## src/rtl/palette_loader.sv

```systemverilog
// Streams an R,G,B byte file from the download channel into the 64-entry palette RAM.
// Optional: define PAL_LOADER_CKSUM_EN to build the 16-bit additive checksum of accepted bytes.
module palette_loader #(
    parameter int ENTRIES     = 64,
    parameter int EXT_ENTRIES = 512
) (
    input  logic        clk,
    input  logic        reset,
    input  logic        dl_active,
    input  logic        dl_wr,
    input  logic [15:0] dl_addr,
    input  logic [7:0]  dl_data,
    output logic        dl_wait,
    input  logic        load_ok,
    output logic        load_color,
    output logic [5:0]  load_color_index,
    output logic [23:0] load_color_data,
    output logic        busy,
    output logic        pal_valid,
    output logic        pal_error,
    output logic [15:0] cksum
);
    localparam int CW = $clog2(EXT_ENTRIES * 3 + 1);
    localparam int EW = $clog2(EXT_ENTRIES + 1);
    localparam logic [CW-1:0] SHORT_LEN = CW'(ENTRIES * 3);
    localparam logic [CW-1:0] LONG_LEN  = CW'(EXT_ENTRIES * 3);

    typedef enum logic [1:0] {IDLE, LOAD, FLUSH, DONE} state_e;

    state_e        state_q, state_d;
    logic          act_q;
    logic          hold_q, hold_d;
    logic [CW-1:0] cnt_q, cnt_d;
    logic [1:0]    comp_q, comp_d;
    logic [EW-1:0] ent_q, ent_d;
    logic [7:0]    r_q, r_d, g_q, g_d;
    logic          err_q, err_d;
    logic          pend_q, pend_d;
    logic [5:0]    pidx_q, pidx_d;
    logic [23:0]   pdata_q, pdata_d;
    logic          wr_q, wr_d;
    logic [5:0]    idx_q, idx_d;
    logic [23:0]   data_q, data_d;
    logic          valid_q, valid_d, perr_q, perr_d;
    logic          rise, start, accept, complete;
    logic [5:0]    cidx;
    logic [23:0]   cdata;

    assign rise = dl_active & ~act_q;

    always_comb begin
        state_d  = state_q;
        hold_d   = hold_q;
        cnt_d    = cnt_q;
        comp_d   = comp_q;
        ent_d    = ent_q;
        r_d      = r_q;
        g_d      = g_q;
        err_d    = err_q;
        pend_d   = pend_q;
        pidx_d   = pidx_q;
        pdata_d  = pdata_q;
        wr_d     = 1'b0;
        idx_d    = idx_q;
        data_d   = data_q;
        valid_d  = valid_q;
        perr_d   = perr_q;
        start    = 1'b0;
        accept   = 1'b0;
        complete = 1'b0;
        cidx     = ent_q[5:0];
        cdata    = {r_q, g_q, dl_data};

        case (state_q)
            IDLE:  if (rise) start = 1'b1;
            LOAD:  if (!dl_active) state_d = FLUSH;
            FLUSH: begin
                // A new download arriving now waits until the last write has drained.
                if (rise) hold_d = 1'b1;
                if (!pend_q) begin
                    state_d = DONE;
                    valid_d = !err_q && (cnt_q == SHORT_LEN || cnt_q == LONG_LEN);
                    perr_d  = !valid_d;
                end
            end
            DONE:  if (rise || hold_q) start = 1'b1;
            default: state_d = IDLE;
        endcase

        if (start) begin
            state_d = LOAD;
            hold_d  = 1'b0;
            cnt_d   = '0;
            comp_d  = '0;
            ent_d   = '0;
            err_d   = 1'b0;
            valid_d = 1'b0;
            perr_d  = 1'b0;
        end

        if (state_q == LOAD && dl_wr) begin
            if (pend_q || dl_addr != 16'(cnt_q) || cnt_q == LONG_LEN)
                err_d = 1'b1;
            else
                accept = 1'b1;
        end

        if (accept) begin
            cnt_d = cnt_q + CW'(1);
            case (comp_q)
                2'd0: begin r_d = dl_data; comp_d = 2'd1; end
                2'd1: begin g_d = dl_data; comp_d = 2'd2; end
                default: begin
                    comp_d   = 2'd0;
                    ent_d    = ent_q + EW'(1);
                    complete = (ent_q < EW'(ENTRIES));
                end
            endcase
        end

        // A freshly completed entry bypasses the pending slot when the RAM is free.
        if (complete) begin
            if (load_ok) begin
                wr_d   = 1'b1;
                idx_d  = cidx;
                data_d = cdata;
            end else begin
                pend_d  = 1'b1;
                pidx_d  = cidx;
                pdata_d = cdata;
            end
        end else if (pend_q && load_ok) begin
            wr_d   = 1'b1;
            idx_d  = pidx_q;
            data_d = pdata_q;
            pend_d = 1'b0;
        end
    end

    always_ff @(posedge clk) begin
        if (reset) begin
            state_q <= IDLE;
            act_q   <= 1'b0;
            hold_q  <= 1'b0;
            cnt_q   <= '0;
            comp_q  <= '0;
            ent_q   <= '0;
            r_q     <= '0;
            g_q     <= '0;
            err_q   <= 1'b0;
            pend_q  <= 1'b0;
            pidx_q  <= '0;
            pdata_q <= '0;
            wr_q    <= 1'b0;
            idx_q   <= '0;
            data_q  <= '0;
            valid_q <= 1'b0;
            perr_q  <= 1'b0;
        end else begin
            state_q <= state_d;
            act_q   <= dl_active;
            hold_q  <= hold_d;
            cnt_q   <= cnt_d;
            comp_q  <= comp_d;
            ent_q   <= ent_d;
            r_q     <= r_d;
            g_q     <= g_d;
            err_q   <= err_d;
            pend_q  <= pend_d;
            pidx_q  <= pidx_d;
            pdata_q <= pdata_d;
            wr_q    <= wr_d;
            idx_q   <= idx_d;
            data_q  <= data_d;
            valid_q <= valid_d;
            perr_q  <= perr_d;
        end
    end

`ifdef PAL_LOADER_CKSUM_EN
    logic [15:0] ck_q;
    always_ff @(posedge clk) begin
        if (reset || start) ck_q <= '0;
        else if (accept)    ck_q <= ck_q + 16'(dl_data);
    end
    assign cksum = ck_q;
`else
    assign cksum = '0;
`endif

    assign dl_wait          = pend_q;
    assign load_color       = wr_q;
    assign load_color_index = idx_q;
    assign load_color_data  = data_q;
    assign busy             = (state_q == LOAD) || (state_q == FLUSH);
    assign pal_valid        = valid_q;
    assign pal_error        = perr_q;
endmodule

```

## config.mk

```make
export PLATFORM = sky130hd
export DESIGN_NAME = palette_loader
export DESIGN_NICKNAME = d
export VERILOG_FILES = /design/src/rtl/palette_loader.sv
export SDC_FILE = /design/constraint.sdc
export NUM_CORES = 1
export LEC_CHECK = 0
export CAP_MARGIN = 10
export CORE_ASPECT_RATIO = 0.7
export CORE_MARGIN = 5
export CORE_UTILIZATION = 31
export CTS_CLUSTER_DIAMETER = 100
export DETAILED_ROUTE_END_ITERATION = 8
export HOLD_SLACK_MARGIN = 0.03
export SLEW_MARGIN = 20
export SYNTH_ARGS = -nofsm -noshare
export SYNTH_HDL_FRONTEND = slang
export SYNTH_SLANG_ARGS = --single-unit
```

## constraint.sdc

```tcl
create_clock -name clk -period 6.37 [get_ports clk]
set_input_delay 1.274 -clock clk [delete_from_list [all_inputs] [get_ports clk]]
set_output_delay 1.274 -clock clk [all_outputs]
set_load 0.1 [all_outputs]
```

==> out/qor.txt, run 1 <==
Rows -> 42
Post-Place Cells -> 989
Worst Path Max Fanout -> 91
Synth async-reset ratio -> 0%
Post-Place Setup Slack -> 2.26 ns
Max transition margin -> 29.6%
Worst Setup End Kind -> flip-flop
Arr. time, crit path -> 4.05 ns
Layout Nets -> 794
Filler cells -> 1987
Leak -> 1.96 nW
Post-Synthesis Cells -> 761
vias in the first global route -> 5124
Pre-antenna DRT Iters -> 4
maximum root-to-sink buffer count -> 2
Via Count -> 5655
Reg clk slew, reported paths -> 0.07 ns
max cap viols -> 0
CTS H-Tree Depth -> 3
clock root cell -> clkbuf_16
Synth top area share -> 36.2%
Multi-input gate area -> 3340 sq um
post-cts sizing count -> 0
Setup CP Type -> input pin to flip-flop
outcome -> completed
core box area -> 18900 sq um
Final Hold Viols -> 0
Area Growth Syn to Fin -> 15.0%
final instance count without filler cells -> 1005
dominant cells by area after synthesis -> dfxtp_1 36%, o31ai_1 7.2%, nand2_1 7.1%
startpoint types -> input pin
first-pass GRT wire length -> 28600 um
Worst Max-Slew Pin Slew -> 1.06 ns
routed wire length -> 17500 um
WL/cell -> 17.5 um
Num CTS Buffers -> 9
io pins -> 80
effective utilization at floorplan -> 31.5%
syn_area_per_cell -> 7.84 sq um
Finished Cell Area -> 6860 sq um
max-slew violation count -> 0
DP HPWL -> 10800 um
final worst path period need -> 3.77 ns
Synth area leader -> dfxtp_1
GR Util All Layers -> 15.4%
RSZ-0062 raised after global routing -> no
total power after layout -> 1.48 mW
most common cell in the netlist -> nand2_1
placed cell area -> 6580 sq um
IO buf count -> 63
initial antenna violation count -> 0
Post-synth top cells -> 113 x nand2_1, 108 x dfxtp_1, 67 x clkbuf_1
Via-to-Cell Ratio -> 5.63
Die Y -> 126 um
share of cells above drive strength 1 -> 5.77%
clock sink count -> 108
Setup Skew -> 0.0118 ns
CTS tree -> built
GRT overflow -> 0
GPL Wtd Cong -> 0.802
HP Class -> flip-flop to flip-flop
Post-Synthesis Cell Area -> 5960 sq um
die area -> 22200 sq um
Syn. warnings -> 0
register area -> 2160 sq um
clk_lat worst skew -> 0.36 ns
setup bufs post-CTS -> 0
Finish-stage setup viols -> 0
number of synthesized flops with an enable pin -> 0
Final WS setup -> 2.60 ns
ANT nets after route -> 0
Synth cell types -> 51
Seq/Total Area, Yosys -> 36.2%
n_diodes -> 0
Setup TNS -> 0 ns
#FFs+latches synth -> 108
pin count of the biggest net entering global routing -> 132
power density cells -> 216 nW/um^2
DR iter-0 viols -> 484
die width -> 176 um
maximum vdd drop -> 0.209 mV
Max Fclk -> 265 MHz
fin crit share -> 59.1%
hold-fix buffers at CTS -> 0
DRC Markers -> 0
Worst EP required -> 6.65 ns
top_reg_cell synth -> dfxtp_1
==> kinds of logic after synthesis <==
group / after synthesis / synth area share (%)
buf+inv: 113 / 8.75
compound gates: 245 / 27.7
other cells: 1 / 0.0629
simple gates: 272 / 23.5
fa+ha+maj: 7 / 1.47
flops: 108 / 36.2
xor+xnor: 15 / 2.33
==> cell type report <==
type                            count  area share [%]
Tap cell                          242            4.42
Timing Repair Buffer               76            10.8
Inverter                            8           0.438
Clock inverter                      7           0.821
Multi-Input combinational cell    555            48.8
Clock buffer                        9            3.28
Sequential cell                   108            31.5
==> state kept, by name, summed over array words and instances, names as in the netlist <==
register	flops
load_color_data	24
pdata_q	24
cnt_q	11
ent_q	10
g_q	8
r_q	8
load_color_index	6
pidx_q	6
comp_q	2
state_q	2
act_q	1
dl_wait	1
err_q	1
hold_q	1
load_color	1
pal_error	1
pal_valid	1
==> final timing paths <==
kind	cells past startpoint	slack (ns)	endpoint	startpoint
max	7	2.60	load_color_data[14]	dl_addr[1]
min	2	0.46	pal_valid	pal_valid
max reg2reg	7	3.35	load_color_data[14]	dl_wait
min reg2reg	2	0.46	pal_valid	pal_valid
==> report_power, final <==
| group | switching (mW) | internal [mW] | total [mW] |
|---|---|---|---|
| registers | 0.00813 | 0.683 | 0.691 |
| clock network | 0.280 | 0.272 | 0.552 |
| logic | 0.181 | 0.0541 | 0.235 |
==> per-layer routing <==
layer,track usage [%],vias to the layer above,share of wire [%]
met5,0,-,0
met4,3.07,0,0.79
met3,3.06,14,4.8
met2,22.7,126,43
met1,23.3,2688,51
li1,-,2827,-
==> layout by cell type, fill, tap and decap left out, types with 2 or more instances in the layout <==
master           instances
nor4_1                  11
a21oi_1                 56
nor2b_1                  6
a31o_2                   5
or4_1                   36
o2bb2ai_1               30
nor2_1                  11
nand4b_1                 2
a211oi_1                 2
inv_6                    3
conb_1                  16
dfxtp_1                108
and3_1                   5
xor2_1                   9
o2111ai_1                3
inv_1                    5
o21ai_0                 26
nand4_1                 31
xnor2_1                  5
clkbuf_16                9
nor3_1                  11
a31oi_1                 35
ha_1                     7
nand3_1                 33
clkdlybuf4s50_1         62
o31ai_1                 57
inv_2                    2
clkinv_2                 2
o211ai_1                22
nor3b_1                  2
or3_1                    2
nand2_1                113
buf_4                   13
==> critical path, stage by stage <==
cell	delay [ns]
clkdlybuf4s50_1	0.41
xnor2_1	0.21
nand4_2	0.22
or3_2	0.68
buf_4	0.44
or4_1	0.58
a31oi_1	0.16
==> through the flow <==
| stage | utilization, % | hold WS, ns |
|---|---|---|
| 3_5_place_dp | 34.8 | 0.458 |
| 4_1_cts | 36.3 | 0.468 |
| 5_1_grt | 36.3 | 0.489 |
| 2_1_floorplan | - | 0.432 |
| 6_report | 36.3 | 0.464 |
| 3_3_place_gp | 34.8 | 0.450 |
(Power assumes the default switching activity.)
==> run 2: changes to the inputs <==
- clock period: 6.37 -> 3.57 ns (I/O delays scaled with it)
==> run 2 against run 1 <==
Compared with the run above:
- clock power grew 100%
- sequential share of layout area down 0.51 points
- routed wire length rose by 2.1%
- first-iteration DRC count down 7.6%
- register-to-register slack worse by 2.3 ns
- design area grew 1.6%
- flip-flop and latch count unchanged
- highest routed layer unchanged
- setup slack worse by 1.9 ns
- global-route usage is 0.67 points higher
- critical path type unchanged
- combinational power up 82%
==> out/qor.txt, run 2 (synthesis gave the netlist of run 1 again) <==
max incr delay on CP -> 0.53 ns
commonest non-fill, non-tap cell in the layout -> nand2_1
clock root cell -> clkbuf_16
CTS tree -> built
Die Y -> 126 um
Setup CP Type -> input pin to flip-flop
Filler cells -> 1953
Max Fclk -> 353 MHz
Reg clk slew, reported paths -> 0.07 ns
Post-Place Cells -> 996
Arr. time, crit path -> 3.12 ns
Worst Max-Slew Pin Slew -> 0.999 ns
Final WS setup -> 0.739 ns
met1 Track Usage GR -> 24.4%
Via Count -> 5693
clk_lat worst skew -> 0.36 ns
maximum root-to-sink buffer count -> 2
total power after layout -> 2.79 mW
WL/cell -> 17.7 um
crit path cell chain -> clkdlybuf4s50_1, xnor2_1, nand4_2, or3_2, buf_12, or4_1, a31oi_1
die width -> 176 um
DR iter-0 viols -> 447
setup bufs post-CTS -> 0
Setup TNS -> 0 ns
Max transition margin -> 33.2%
clock sink count -> 108
startpoint types -> input pin
Area Growth Syn to Fin -> 16.9%
placed cell area -> 6640 sq um
final instance count without filler cells -> 1012
RSZ-0062 raised after global routing -> no
commonest non-fill, non-tap cells in the layout -> 113 x nand2_1, 108 x dfxtp_1, 60 x clkdlybuf4s50_1
initial antenna violation count -> 0
Worst Path Max Fanout -> 106
effective utilization at floorplan -> 31.5%
Finish-stage setup viols -> 0
Worst Setup End Kind -> flip-flop
Leak -> 2.03 nW
vias in the first global route -> 5215
final core occ -> 36.8%
io pins -> 80
first-pass GRT wire length -> 29500 um
Num CTS Buffers -> 9
GR Layer Usage met2 -> 22.7%
Via-to-Cell Ratio -> 5.63
outcome -> completed
hold-fix buffers at CTS -> 0
pin count of the biggest net entering global routing -> 132
fin crit share -> 79.3%
CTS H-Tree Depth -> 3
die area -> 22200 sq um
Rows -> 42
Finished Cell Area -> 6970 sq um
met3 Use GR -> 3.74%
Final Hold Viols -> 0
share of cells above drive strength 1 -> 6.62%
final worst path period need -> 2.83 ns
DRC Markers -> 0
Post-Place Setup Slack -> 0.415 ns
crit-path leading delay family -> simple AND/OR/NAND/NOR gates
GRT overflow -> 0
IO buf count -> 63
layer with the highest usage -> met1
core box area -> 18900 sq um
routed wire length -> 17900 um
DP HPWL -> 11200 um
Pre-antenna DRT Iters -> 5
maximum vdd drop -> 0.425 mV
max cap viols -> 0
n_diodes -> 0
ANT nets after route -> 0
Layout Nets -> 801
post-cts sizing count -> 0
crit path buf inv count -> 2
Setup Skew -> 0.00942 ns
max-slew violation count -> 0
final hold slack -> 0.461 ns
GPL Wtd Cong -> 0.806
Critical Path Slowest Stage Cell -> or3_2
GR Util All Layers -> 16.1%
power density cells -> 401 nW/um^2
Worst EP required -> 3.86 ns
HP Class -> flip-flop to flip-flop
[run 2: changes by cell type in the layout (fill, tap and decap cells not counted), sizes merged]
cell / change
inv: -2
clkdlybuf4s50: -2
clkbuf: +3
bufinv: +2
buf: +9
clkinv: -3
[run 2: final timing paths]
path	startpoint	to	slack, ns	depth (start not counted)
worst max-delay path	dl_addr[2]	load_color_data[14]	0.74	7
worst max register to register	cnt_q[3]	load_color_data[14]	1.08	6
worst min register to register	pal_valid	pal_valid	0.46	2
worst min-delay path	pal_valid	pal_valid	0.46	2
[run 2: cell type report]
cell class              instances  area, sq um  share of cell area (%)
multi-input cells             555         3340                    48.0
flip-flops and latches        108         2160                    31.0
repair buffers                 83          798                    11.5
well taps                     242          303                    4.34
clock buffers                  12          256                    3.68
clock inverters                 4         77.6                    1.11
inverters                       8         30.0                   0.431
[run 2: routing by layer]
layer  vias up  part of all wire (%)  routed length (um)
met3        19                   4.9                 886
met1      2686                    52                9260
li1       2846                     -                   -
met2       142                    42                7530
met5         -                     0                   0
met4         0                   1.4                 242
[run 2: power by group]
group / internal [mW] / switching [mW] / leakage (nW)
Clock: 0.659 / 0.471 / 0.164
Sequential: 1.22 / 0.0149 / 0.870
Combinational: 0.0999 / 0.328 / 0.992
Total: 1.98 / 0.815 / 2.03
[run 2: worst min-delay path: stages, from the launching register on]
cell and delay (ns):
dfxtp_1 0.31, nand2_1 0.05, a21oi_1 0.05
==> run 3: changes to the inputs <==
- clock period: 3.57 -> 2.4 ns (I/O delays scaled with it)
==> run 3 against run 2 <==
Compared with the run above:
- design area increased by 5.8%
- largest cell class unchanged
- worst hold slack lost 0.0044 ns
- critical path depth is 1 higher
- sequential power grew 50%
- via count grew 6.5%
==> out/qor.txt, run 3 (synthesis gave the netlist of run 1 again) <==
RSZ-0062 raised after global routing -> no
commonest non-fill, non-tap cells in the layout -> 113 x nand2_1, 107 x dfxtp_1, 104 x buf_4
met3 WL post-DR -> 1040 um
Area Growth Syn to Fin -> 23.6%
Rows -> 42
clk_lat worst skew -> 0.36 ns
Setup Skew -> 0.00761 ns
share of cells above drive strength 1 -> 17.7%
Setup CP Type -> input pin to flip-flop
io pins -> 80
DRC Markers -> 0
Finished Cell Area -> 7370 sq um
total power after layout -> 4.09 mW
ANT nets after route -> 0
maximum root-to-sink buffer count -> 2
core box area -> 18900 sq um
GR Util All Layers -> 16.6%
die area -> 22200 sq um
power density cells -> 555 nW/um^2
WL/cell -> 17.7 um
GRT overflow -> 0
Num CTS Buffers -> 9
Worst Hold Path EP -> pal_valid
final instance count without filler cells -> 1068
n_diodes -> 0
register area -> 2160 sq um
commonest non-fill, non-tap cell in the layout -> nand2_1
initial antenna violation count -> 0
outcome -> completed
placed cell area -> 7040 sq um
vias in the first global route -> 5504
Hold Startpoint -> pal_valid
Finish-stage setup viols -> 0
worst r2r path cells -> 7
FF-to-FF Start -> cnt_q[8]
Post-Place Setup Slack -> -0.361 ns
startpoint types -> input pin
clock root cell -> clkbuf_16
Worst EP required -> 2.69 ns
final hold slack -> 0.456 ns
pin count of the biggest net entering global routing -> 73
Post-Place Cells -> 1052
Worst Max-Slew Pin Slew -> 0.549 ns
Setup TNS -> 0 ns
Reg-to-Reg End -> ent_q[0]
reg2reg setup slack -> 0.22 ns
Pre-antenna DRT Iters -> 4
routed wire length -> 18900 um
Via-to-Cell Ratio -> 5.68
DP HPWL -> 12700 um
Filler cells -> 1962
Met2 Routed Length -> 8180 um
Die Y -> 126 um
HP Class -> flip-flop to flip-flop
max cap viols -> 0
IO buf count -> 63
effective utilization at floorplan -> 31.5%
max-slew violation count -> 0
clock sink count -> 108
Leak -> 2.35 nW
Worst Path Max Fanout -> 72
Final WS setup -> 0.111 ns
Worst Setup End Kind -> flip-flop
CTS tree -> built
CTS H-Tree Depth -> 3
Max Fclk -> 437 MHz
setup bufs post-CTS -> 0
Final Hold Viols -> 0
fin crit share -> 95.4%
WL met1 -> 9460 um
Multi-input gate area -> 3380 sq um
Arr. time, crit path -> 2.58 ns
DR iter-0 viols -> 572
hold depth -> 2
DR top layer -> met4
Via Count -> 6062
Layout Nets -> 857
final worst path period need -> 2.29 ns
Reg clk slew, reported paths -> 0.08 ns
Max transition margin -> 63.2%
final core occ -> 39.0%
first-pass GRT wire length -> 30500 um
GPL Wtd Cong -> 0.851
maximum vdd drop -> 0.715 mV
die width -> 176 um
run 3: cell count changes in the layout (fill, tap and decap cells not counted), sizes merged:
cell and change:
clkinvlp +3, buf +89, clkdlybuf4s50 -33, clkbuf -1, bufinv -2
run 3: repair_timing:
| item | in CTS | in global routing |
|---|---|---|
| endpoints found under the setup margin | 1 | 42 |
| gates resized for setup | 1 | 6 |
| hold buffers | 0 | 0 |
| gates cloned | 0 | 0 |
run 3: where the power goes:
part / switching, mW / internal (mW)
registers: 0.0218 / 1.81
clock network: 0.736 / 0.774
logic: 0.513 / 0.231
run 3: worst max-delay path by stage:
stage,startpoint,slack (ns),to
global route,dl_addr[10],0.0004,ent_q[0]
CTS,dl_addr[1],0.05,load_color_data[2]
finish,dl_addr[10],0.11,ent_q[0]
floorplan,dl_wait,0.12,load_color_data[10]
detailed placement,dl_addr[1],-0.36,load_color_data[9]
global placement,dl_addr[1],-0.36,load_color_data[17]
run 3: per-layer routing:
layer  up-vias  track usage [%]
met5         -                0
met4         0             3.57
met3        12             3.39
met2       182             24.3
met1      2902             25.0
li1       2966                -
run 3: area by class of cell:
| cell class | count | share of cell area [%] |
|---|---|---|
| Clock inverter | 5 | 0.577 |
| Multi-Input combinational cell | 555 | 45.8 |
| Inverter | 8 | 0.407 |
| Tap cell | 242 | 4.11 |
| Clock buffer | 11 | 3.43 |
| Sequential cell | 108 | 29.3 |
| Timing Repair Buffer | 139 | 16.4 |
run 3: critical path, cell delays in order:
cell	delay [ns]
clkdlybuf4s50_1	0.41
xor2_1	0.15
nor4_2	0.33
o211ai_1	0.19
buf_12	0.25
buf_4	0.21
or4_1	0.46
o21ai_0	0.08
